===== config.mk =====
export PLATFORM = sky130hd
export DESIGN_NAME = lfsr_pulse_gen_flat
export DESIGN_NICKNAME = d
export VERILOG_FILES = /design/src/rtl/lfsr_pulse_gen_if.sv /design/src/rtl/lfsr_pulse_gen.sv /design/src/flat_wrapper.sv
export SDC_FILE = /design/constraint.sdc
export NUM_CORES = 1
export LEC_CHECK = 0
export CORE_MARGIN = 8
export CORE_UTILIZATION = 35
export CTS_CLUSTER_DIAMETER = 50
export DETAILED_ROUTE_END_ITERATION = 8
export SLEW_MARGIN = 30
export SYNTH_ARGS = -nofsm -noshare
export SYNTH_HDL_FRONTEND = slang
export SYNTH_SLANG_ARGS = --single-unit

===== constraint.sdc =====
create_clock -name clk -period 6.1 [get_ports clk]
set_input_delay 1.22 -clock clk [delete_from_list [all_inputs] [get_ports clk]]
set_output_delay 1.22 -clock clk [all_outputs]
set_load 0.02 [all_outputs]

===== src/rtl/lfsr_pulse_gen_if.sv =====
// Bundle of run-control inputs and pulse-stream outputs for lfsr_pulse_gen.
// The master drives stream values and run control; the slave is the generator.
interface lfsr_pulse_gen_if;
    logic       start;
    logic       abort;
    logic       corr;
    logic [6:0] x_val;
    logic [6:0] y_val;
    logic       x_pulse;
    logic       y_pulse;
    logic       busy;
    logic       done;
    logic [7:0] x_cnt;
    logic [7:0] y_cnt;

    modport master (
        output start, abort, corr, x_val, y_val,
        input  x_pulse, y_pulse, busy, done, x_cnt, y_cnt
    );

    modport slave (
        input  start, abort, corr, x_val, y_val,
        output x_pulse, y_pulse, busy, done, x_cnt, y_cnt
    );
endinterface


===== src/rtl/lfsr_pulse_gen.sv =====
// Dual-channel stochastic pulse-stream generator: one full 127-slot LFSR period per run,
// so each channel emits exactly as many pulses as its latched 7-bit value.
module lfsr_pulse_gen #(
    parameter bit         RZ     = 1'b1,
    parameter logic [6:0] SEED_X = 7'h01,
    parameter logic [6:0] SEED_Y = 7'h55
) (
    input  logic               clk,
    input  logic               rst_b,
    lfsr_pulse_gen_if.slave    bus
);

    typedef enum logic {IDLE, RUN} state_t;

    state_t     state_q, state_d;
    logic [6:0] lx_q, lx_d, ly_q, ly_d;
    logic [6:0] xv_q, xv_d, yv_q, yv_d;
    logic       corr_q, corr_d;
    logic [6:0] slot_q, slot_d;
    logic       phase_q, phase_d;
    logic       xp_q, xp_d, yp_q, yp_d;
    logic       done_q, done_d;
    logic [7:0] xc_q, xc_d, yc_q, yc_d;
    logic [6:0] y_src;
    logic       x_hit, y_hit;

    function automatic logic [6:0] lfsr_next(input logic [6:0] q);
        return {q[5:0], q[6] ^ q[5]};
    endfunction

    assign y_src = corr_q ? lx_q : ly_q;
    assign x_hit = (lx_q <= xv_q);
    assign y_hit = (y_src <= yv_q);

    always_ff @(posedge clk) begin
        if (!rst_b) begin
            state_q <= IDLE;
            lx_q    <= SEED_X;
            ly_q    <= SEED_Y;
            xv_q    <= '0;
            yv_q    <= '0;
            corr_q  <= 1'b0;
            slot_q  <= '0;
            phase_q <= 1'b0;
            xp_q    <= 1'b0;
            yp_q    <= 1'b0;
            done_q  <= 1'b0;
            xc_q    <= '0;
            yc_q    <= '0;
        end else begin
            state_q <= state_d;
            lx_q    <= lx_d;
            ly_q    <= ly_d;
            xv_q    <= xv_d;
            yv_q    <= yv_d;
            corr_q  <= corr_d;
            slot_q  <= slot_d;
            phase_q <= phase_d;
            xp_q    <= xp_d;
            yp_q    <= yp_d;
            done_q  <= done_d;
            xc_q    <= xc_d;
            yc_q    <= yc_d;
        end
    end

    always_comb begin
        state_d = state_q;
        lx_d    = lx_q;
        ly_d    = ly_q;
        xv_d    = xv_q;
        yv_d    = yv_q;
        corr_d  = corr_q;
        slot_d  = slot_q;
        phase_d = phase_q;
        xp_d    = 1'b0;
        yp_d    = 1'b0;
        done_d  = 1'b0;
        xc_d    = xc_q;
        yc_d    = yc_q;
        unique case (state_q)
            IDLE: begin
                if (bus.start && !bus.abort) begin
                    xv_d    = bus.x_val;
                    yv_d    = bus.y_val;
                    corr_d  = bus.corr;
                    lx_d    = SEED_X;
                    ly_d    = SEED_Y;
                    slot_d  = '0;
                    phase_d = 1'b0;
                    xc_d    = '0;
                    yc_d    = '0;
                    state_d = RUN;
                end
            end
            RUN: begin
                if (bus.abort) begin
                    state_d = IDLE;
                end else if (slot_q == 7'd127) begin
                    // All 127 slots finished: this extra edge closes the run with done.
                    state_d = IDLE;
                    done_d  = 1'b1;
                end else if (!phase_q) begin
                    xp_d = x_hit;
                    yp_d = y_hit;
                    if (x_hit) xc_d = xc_q + 8'd1;
                    if (y_hit) yc_d = yc_q + 8'd1;
                    lx_d = lfsr_next(lx_q);
                    ly_d = lfsr_next(ly_q);
                    if (RZ) phase_d = 1'b1;
                    else    slot_d  = slot_q + 7'd1;
                end else begin
                    phase_d = 1'b0;
                    slot_d  = slot_q + 7'd1;
                end
            end
            default: state_d = IDLE;
        endcase
    end

    assign bus.x_pulse = xp_q;
    assign bus.y_pulse = yp_q;
    assign bus.busy    = (state_q == RUN);
    assign bus.done    = done_q;
    assign bus.x_cnt   = xc_q;
    assign bus.y_cnt   = yc_q;

endmodule

===== src/flat_wrapper.sv =====
// flat-port wrapper written by rule: the top's interface ports become plain ports
module lfsr_pulse_gen_flat 
#(
    parameter bit         RZ     = 1'b1,
    parameter logic [6:0] SEED_X = 7'h01,
    parameter logic [6:0] SEED_Y = 7'h55
)
  (clk, rst_b, bus_start, bus_abort, bus_corr, bus_x_val, bus_y_val, bus_x_pulse, bus_y_pulse, bus_busy, bus_done, bus_x_cnt, bus_y_cnt);
  lfsr_pulse_gen_if bus_i ();
  input  logic clk;
  input  logic rst_b;
  input wire logic [$bits(bus_i.start)-1:0] bus_start;
  input wire logic [$bits(bus_i.abort)-1:0] bus_abort;
  input wire logic [$bits(bus_i.corr)-1:0] bus_corr;
  input wire logic [$bits(bus_i.x_val)-1:0] bus_x_val;
  input wire logic [$bits(bus_i.y_val)-1:0] bus_y_val;
  output wire logic [$bits(bus_i.x_pulse)-1:0] bus_x_pulse;
  output wire logic [$bits(bus_i.y_pulse)-1:0] bus_y_pulse;
  output wire logic [$bits(bus_i.busy)-1:0] bus_busy;
  output wire logic [$bits(bus_i.done)-1:0] bus_done;
  output wire logic [$bits(bus_i.x_cnt)-1:0] bus_x_cnt;
  output wire logic [$bits(bus_i.y_cnt)-1:0] bus_y_cnt;
  assign bus_i.start = bus_start;
  assign bus_i.abort = bus_abort;
  assign bus_i.corr = bus_corr;
  assign bus_i.x_val = bus_x_val;
  assign bus_i.y_val = bus_y_val;
  assign bus_x_pulse = bus_i.x_pulse;
  assign bus_y_pulse = bus_i.y_pulse;
  assign bus_busy = bus_i.busy;
  assign bus_done = bus_i.done;
  assign bus_x_cnt = bus_i.x_cnt;
  assign bus_y_cnt = bus_i.y_cnt;
  lfsr_pulse_gen #(.RZ(RZ), .SEED_X(SEED_X), .SEED_Y(SEED_Y)) u_core (.clk(clk), .rst_b(rst_b), .bus(bus_i));
endmodule

# Yosys cells after proc, flatten, opt, wreduce, memory -nomap -nowiden
# Cells that the tools add are included.
# totals
regBits	57
input_bits	19
output_inout_bits	20
wordCells	77
# op_classes
addsub	3
order_cmp	2
n_eq_ne	8
muxes	37
n_bitwise	4
reduce_logical	10
# op_table
cell	count
$mux 7	13
$mux 8	9
$pmux 7 s2	3
$pmux 8 s2	2
$add 8x1->8 const B	2
$le 7x7->1	2
$ne 2x2->1 const B	6
$reduce_and 5->1	2
$mux 1	8
$reduce_and 4->1	2
$add 7x1->7 const B	1
$eq 7x7->1 const B	1
$reduce_or 5->1	1
$pmux 1 s2	2
$reduce_and 3->1	1
$reduce_or 3->1	1
$ne 2x1->1 const B	1
$not 1->1	2
$reduce_and 2->1	1
$xor 1x1->1	2
$logic_and 1x1->1	1
$logic_not 1->1	1

# Longest topological paths before layout
# logic_depth
ltp_word	7
depth_mapped	8
mapped_depth_nobuf	7

# Worst setup path before layout
# OpenSTA, ideal clock, no wires.
# synth_timing
path_type	input to register
startpoint	input bus_abort
endpoint	register u_core.xc_q[7] (netlist: u_core.bus.x_cnt[7])
setup_time_ps	116
arrival_ps	2452
required_ps	5984
path_slack_ps	3532
path_stages	7
path_buffers	2
cell_sequence	buf_2 -> or3b_1 -> clkbuf_1 -> nand2_2 -> nor2_1 -> a32o_1 -> a31o_2
# synth_via
elab_chain_cells	4
word_cells_on_any_way	5
cone_classes	eq/ne: 2; reduce/logical: 3
# synth_rtl
element	line	rtl
start, declared	flat_wrapper.sv:13	input wire logic [$bits(bus_i.abort)-1:0] bus_abort;
$logic_not 1->1	lfsr_pulse_gen.sv:83	if (bus.start && !bus.abort) begin
$logic_and 1x1->1	lfsr_pulse_gen.sv:83	
$ne 2x1->1 (no line)	--	
$reduce_and 5->1 (no line) *	--	
end signal, assigned	lfsr_pulse_gen.sv:48	xc_q <= '0;
end signal, assigned	lfsr_pulse_gen.sv:62	xc_q <= xc_d;
end, declared	lfsr_pulse_gen.sv:23	logic [7:0] xc_q, xc_d, yc_q, yc_d;
# Every way passes the cells marked *; elsewhere a longest branch is shown, timed or not.
# A chain may end at the register's enable or synchronous reset.

# Worst setup path in the final report
# Ends and elaborated chain as after synthesis.

==> metrics.md <==
| Metric | Value |
|---|---|
| Buffers on Ports | 38 |
| Hold path start | u_core.yv_q[4] |
| EDFF count, synth | 0 |
| P&R area growth vs syn | 22.6% |
| Nets | 415 |
| Max Cap Violations | 0 |
| Most common cell in the synthesized netlist | nand2_1 |
| Logic gate share of total power | 10.2% |
| Reg-to-reg slack, setup | 3.39 ns |
| Non-filler cells, final | 488 |
| Cell count after synthesis | 345 |
| CP Data Required Time | 6.33 ns |
| # IOs | 39 |
| Max_slew headroom | 39.2% |
| Worst R2R Start | u_core.corr_q |
| All-Layer GR Usage | 12.8% |
| Most frequent cells after synthesis | 60 x nand2_1, 57 x dfxtp_1, 29 x a21oi_1, 25 x nand3_1, 21 x nor2_1 |
| Reg clk slew, reported paths | 0.06 ns |
| Final setup vio count | 0 |
| Via density | 5.26 |
| R2R cell count | 7 |
| Number of synthesized register bits | 57 |
| Clock insertion delay at the later pin of the skew report | 0.34 ns |
| Final GP Congestion | 0.796 |
| # diodes | 0 |
| Static Leak | 1.25 nW |
| Max Clock Skew | 0.00559 ns |
| DRC | 0 |
| Cells taking the most area after synthesis | dfxtp_1 40%, nand2_1 7.9%, ha_1 7.4%, a21oi_1 5.1%, nand3_1 4.4% |
| Inst Count DP | 473 |
| First-pass GRT wire length | 11.8 mm |
| Post-route clock period utilization | 54.0% |
| Critical Path Start Type | input port |
| Worst-case clock buffer depth | 2 |
| Die span in x | 106 um |
| Number of distinct library cells after synthesis | 50 |
| Number of buffers inserted by hold repair at cts | 0 |
| Fillers | 827 |
| Power per cell area | 236 nW/um^2 |
| CTS Buf Count | 9 |
| Worst reg2reg path endpoint | u_core.bus.y_cnt[0] |
| Sequential share of power | 47.0% |
| Slew Viols, Final | 0 |
| Hold Path Class | reg2reg |
| Postcts setup bufs | 0 |
| Layout Utilization | 43.6% |
| Avg Inst Size Synth | 8.29 sq um |
| DRT Pass-1 Iters | 5 |
| Critical path's slowest cell | a21boi_2 |
| Sw frac | 24.6% |
| Delay-heaviest family, CP | compound AO/OA/AOI/OAI gates |
| Area share of the largest cell type after synthesis | 39.9% |
| Via count | 2565 |
| GRT overflow | 0 |
| Async SR Flop Fraction | 0% |
| Die outline area | 11300 sq um |
| Syn_nets | 381 |
| DP Wirelength | 4.90 mm |
| Core area | 8050 sq um |
| Critical path arrival | 3.53 ns |
| Initial antenna violation count | 0 |
| Hold Path End | u_core.yv_q[4] |
| CP Max Fanout | 20 |
| Root buffer selected by CTS | clkbuf_8 |
| Internal Power | 624 uW |
| Final Hold Fails | 0 |
| YS warnings | 0 |
| Clk network pwr share | 42.8% |
| Setup Crit Path Kind | in2reg |
| Routed Antenna Nets | 0 |
| Starting Density | 35.5% |
| Sw Pwr | 204 uW |
| Main synth FF type | dfxtp_1 |
| CTS tree | done |
| Worst Hold Path Cells | 2 |
| Wire per inst | 14.3 um |
| H-tree depth | 3 |
| Crit end category | flop |
| Sequential share of the synthesized area | 39.9% |
| Setup TNS | 0 ns |
| Clock sinks | 57 |
| Status | completed |
| Share of layout cells above drive strength 1 | 9.40% |
| Die height | 106 um |
| Buf/Inv on CP | 1 |
| Number of global-route vias before repair | 2485 |
| Post-synth top area cell | dfxtp_1 |
| Standard-cell rows | 33 |
| Largest net degree at the start of global routing | 34 |
| Max Clock Freq | 303 MHz |
| CP max stage delay | 0.75 ns |
| Unrepaired setup endpoints after global routing | no |
| Final Critical Period | 3.30 ns |
| Least-Margin Pin Slew | 0.906 ns |
| WL final | 6.98 mm |
| Max VDD drop | 0.000144 V |
| Resized Gates After CTS | 0 |
| CP cell instances | clkdlybuf4s50_1, nor3b_2, a21boi_2, nor2_1, a32o_1, a31o_2 |
| Post-Syn Area | 2860 sq um |
| 1st-iter DRT viols | 144 |
[layout by cell type, fill, tap and decap left out, types with 8 or more instances in the layout]
cell             netlist  routed
inv_1                 18      17
nand3_1               25      25
nand2_1               60      60
ha_1                  17      17
dfxtp_1               57      57
clkbuf_8               0      11
a21oi_1               29      29
mux2_2                 8       8
o21ai_0               13      13
clkdlybuf4s50_1        0      38
nor2_1                21      21
[worst max-delay path by stage]
stage               from                   to  slack (ns)  cells past startpoint
5_1_grt        bus_abort  u_core.bus.y_cnt[0]        2.66                      6
2_1_floorplan  bus_abort  u_core.bus.x_cnt[7]        3.53                      7
4_1_cts            rst_b  u_core.bus.x_cnt[7]        2.77                      5
3_3_place_gp       rst_b  u_core.bus.x_cnt[7]        2.44                      5
6_report       bus_abort  u_core.bus.x_cnt[7]        2.80                      6
3_5_place_dp       rst_b  u_core.bus.x_cnt[7]        2.41                      5
[cells by family after synthesis]
logic type / synth area share [%]
AND/OR/NAND/NOR: 22.3
AO/OA/AOI/OAI: 20.0
XOR/XNOR: 1.84
multiplexers: 3.50
buffers and inverters: 4.98
flip-flops: 39.9
adder cells (fa/ha/maj): 7.43
[power groups by stage]
| stage | Combinational (mW) | Sequential (mW) | Clock, mW |
|---|---|---|---|
| CTS | 0.0852 | 0.389 | 0.364 |
| finish | 0.0846 | 0.389 | 0.354 |
| floorplan | 0.0557 | 0.396 | 0 |
| global placement | 0.0833 | 0.397 | 0 |
| detailed placement | 0.0848 | 0.398 | 0 |
| global route | 0.0943 | 0.391 | 0.379 |
[sequential cells by signal, indices dropped and copies added (netlist names)]
register,count
u_core.phase_q,1
u_core.ly_q,7
u_core.bus.x_cnt,8
u_core.bus.busy,1
u_core.corr_q,1
u_core.lx_q,7
u_core.xv_q,7
u_core.slot_q,7
u_core.bus.x_pulse,1
u_core.bus.y_pulse,1
u_core.yv_q,7
u_core.bus.done,1
u_core.bus.y_cnt,8
[per-layer routing]
metal  global-route usage (%)  wire [um]
met1                     15.1       3210
met2                     20.5       3290
met3                     3.69        363
met4                     6.83        113
met5                        0          0
[metrics by stage]
step | hold WS (ns) | worst slack, ns | area [sq um] | power [mW]
after floorplan | 0.436 | 3.53 | 2860 | 0.452
after global placement | 0.445 | 2.44 | 3310 | 0.481
after detailed placement | 0.448 | 2.41 | 3310 | 0.483
after CTS | 0.457 | 2.77 | 3510 | 0.838
after global routing | 0.472 | 2.66 | 3510 | 0.864
final | 0.453 | 2.80 | 3510 | 0.828
[layout make-up]
| type | instances | area, sq um | share of cell area (%) |
|---|---|---|---|
| Timing Repair Buffer | 40 | 395 | 11.3 |
| Tap cell | 105 | 131 | 3.74 |
| Inverter | 18 | 67.6 | 1.93 |
| Clock inverter | 3 | 40.0 | 1.14 |
| Multi-Input combinational cell | 253 | 1580 | 45.0 |
| Sequential cell | 57 | 1140 | 32.5 |
| Clock buffer | 12 | 155 | 4.42 |
[tightest hold or removal path, cell delays in order, from the launching register on]
cell and delay (ns):
dfxtp_1 0.31, nand2_1 0.05, a21oi_1 0.05
Power figures use the tool's default switching activity.
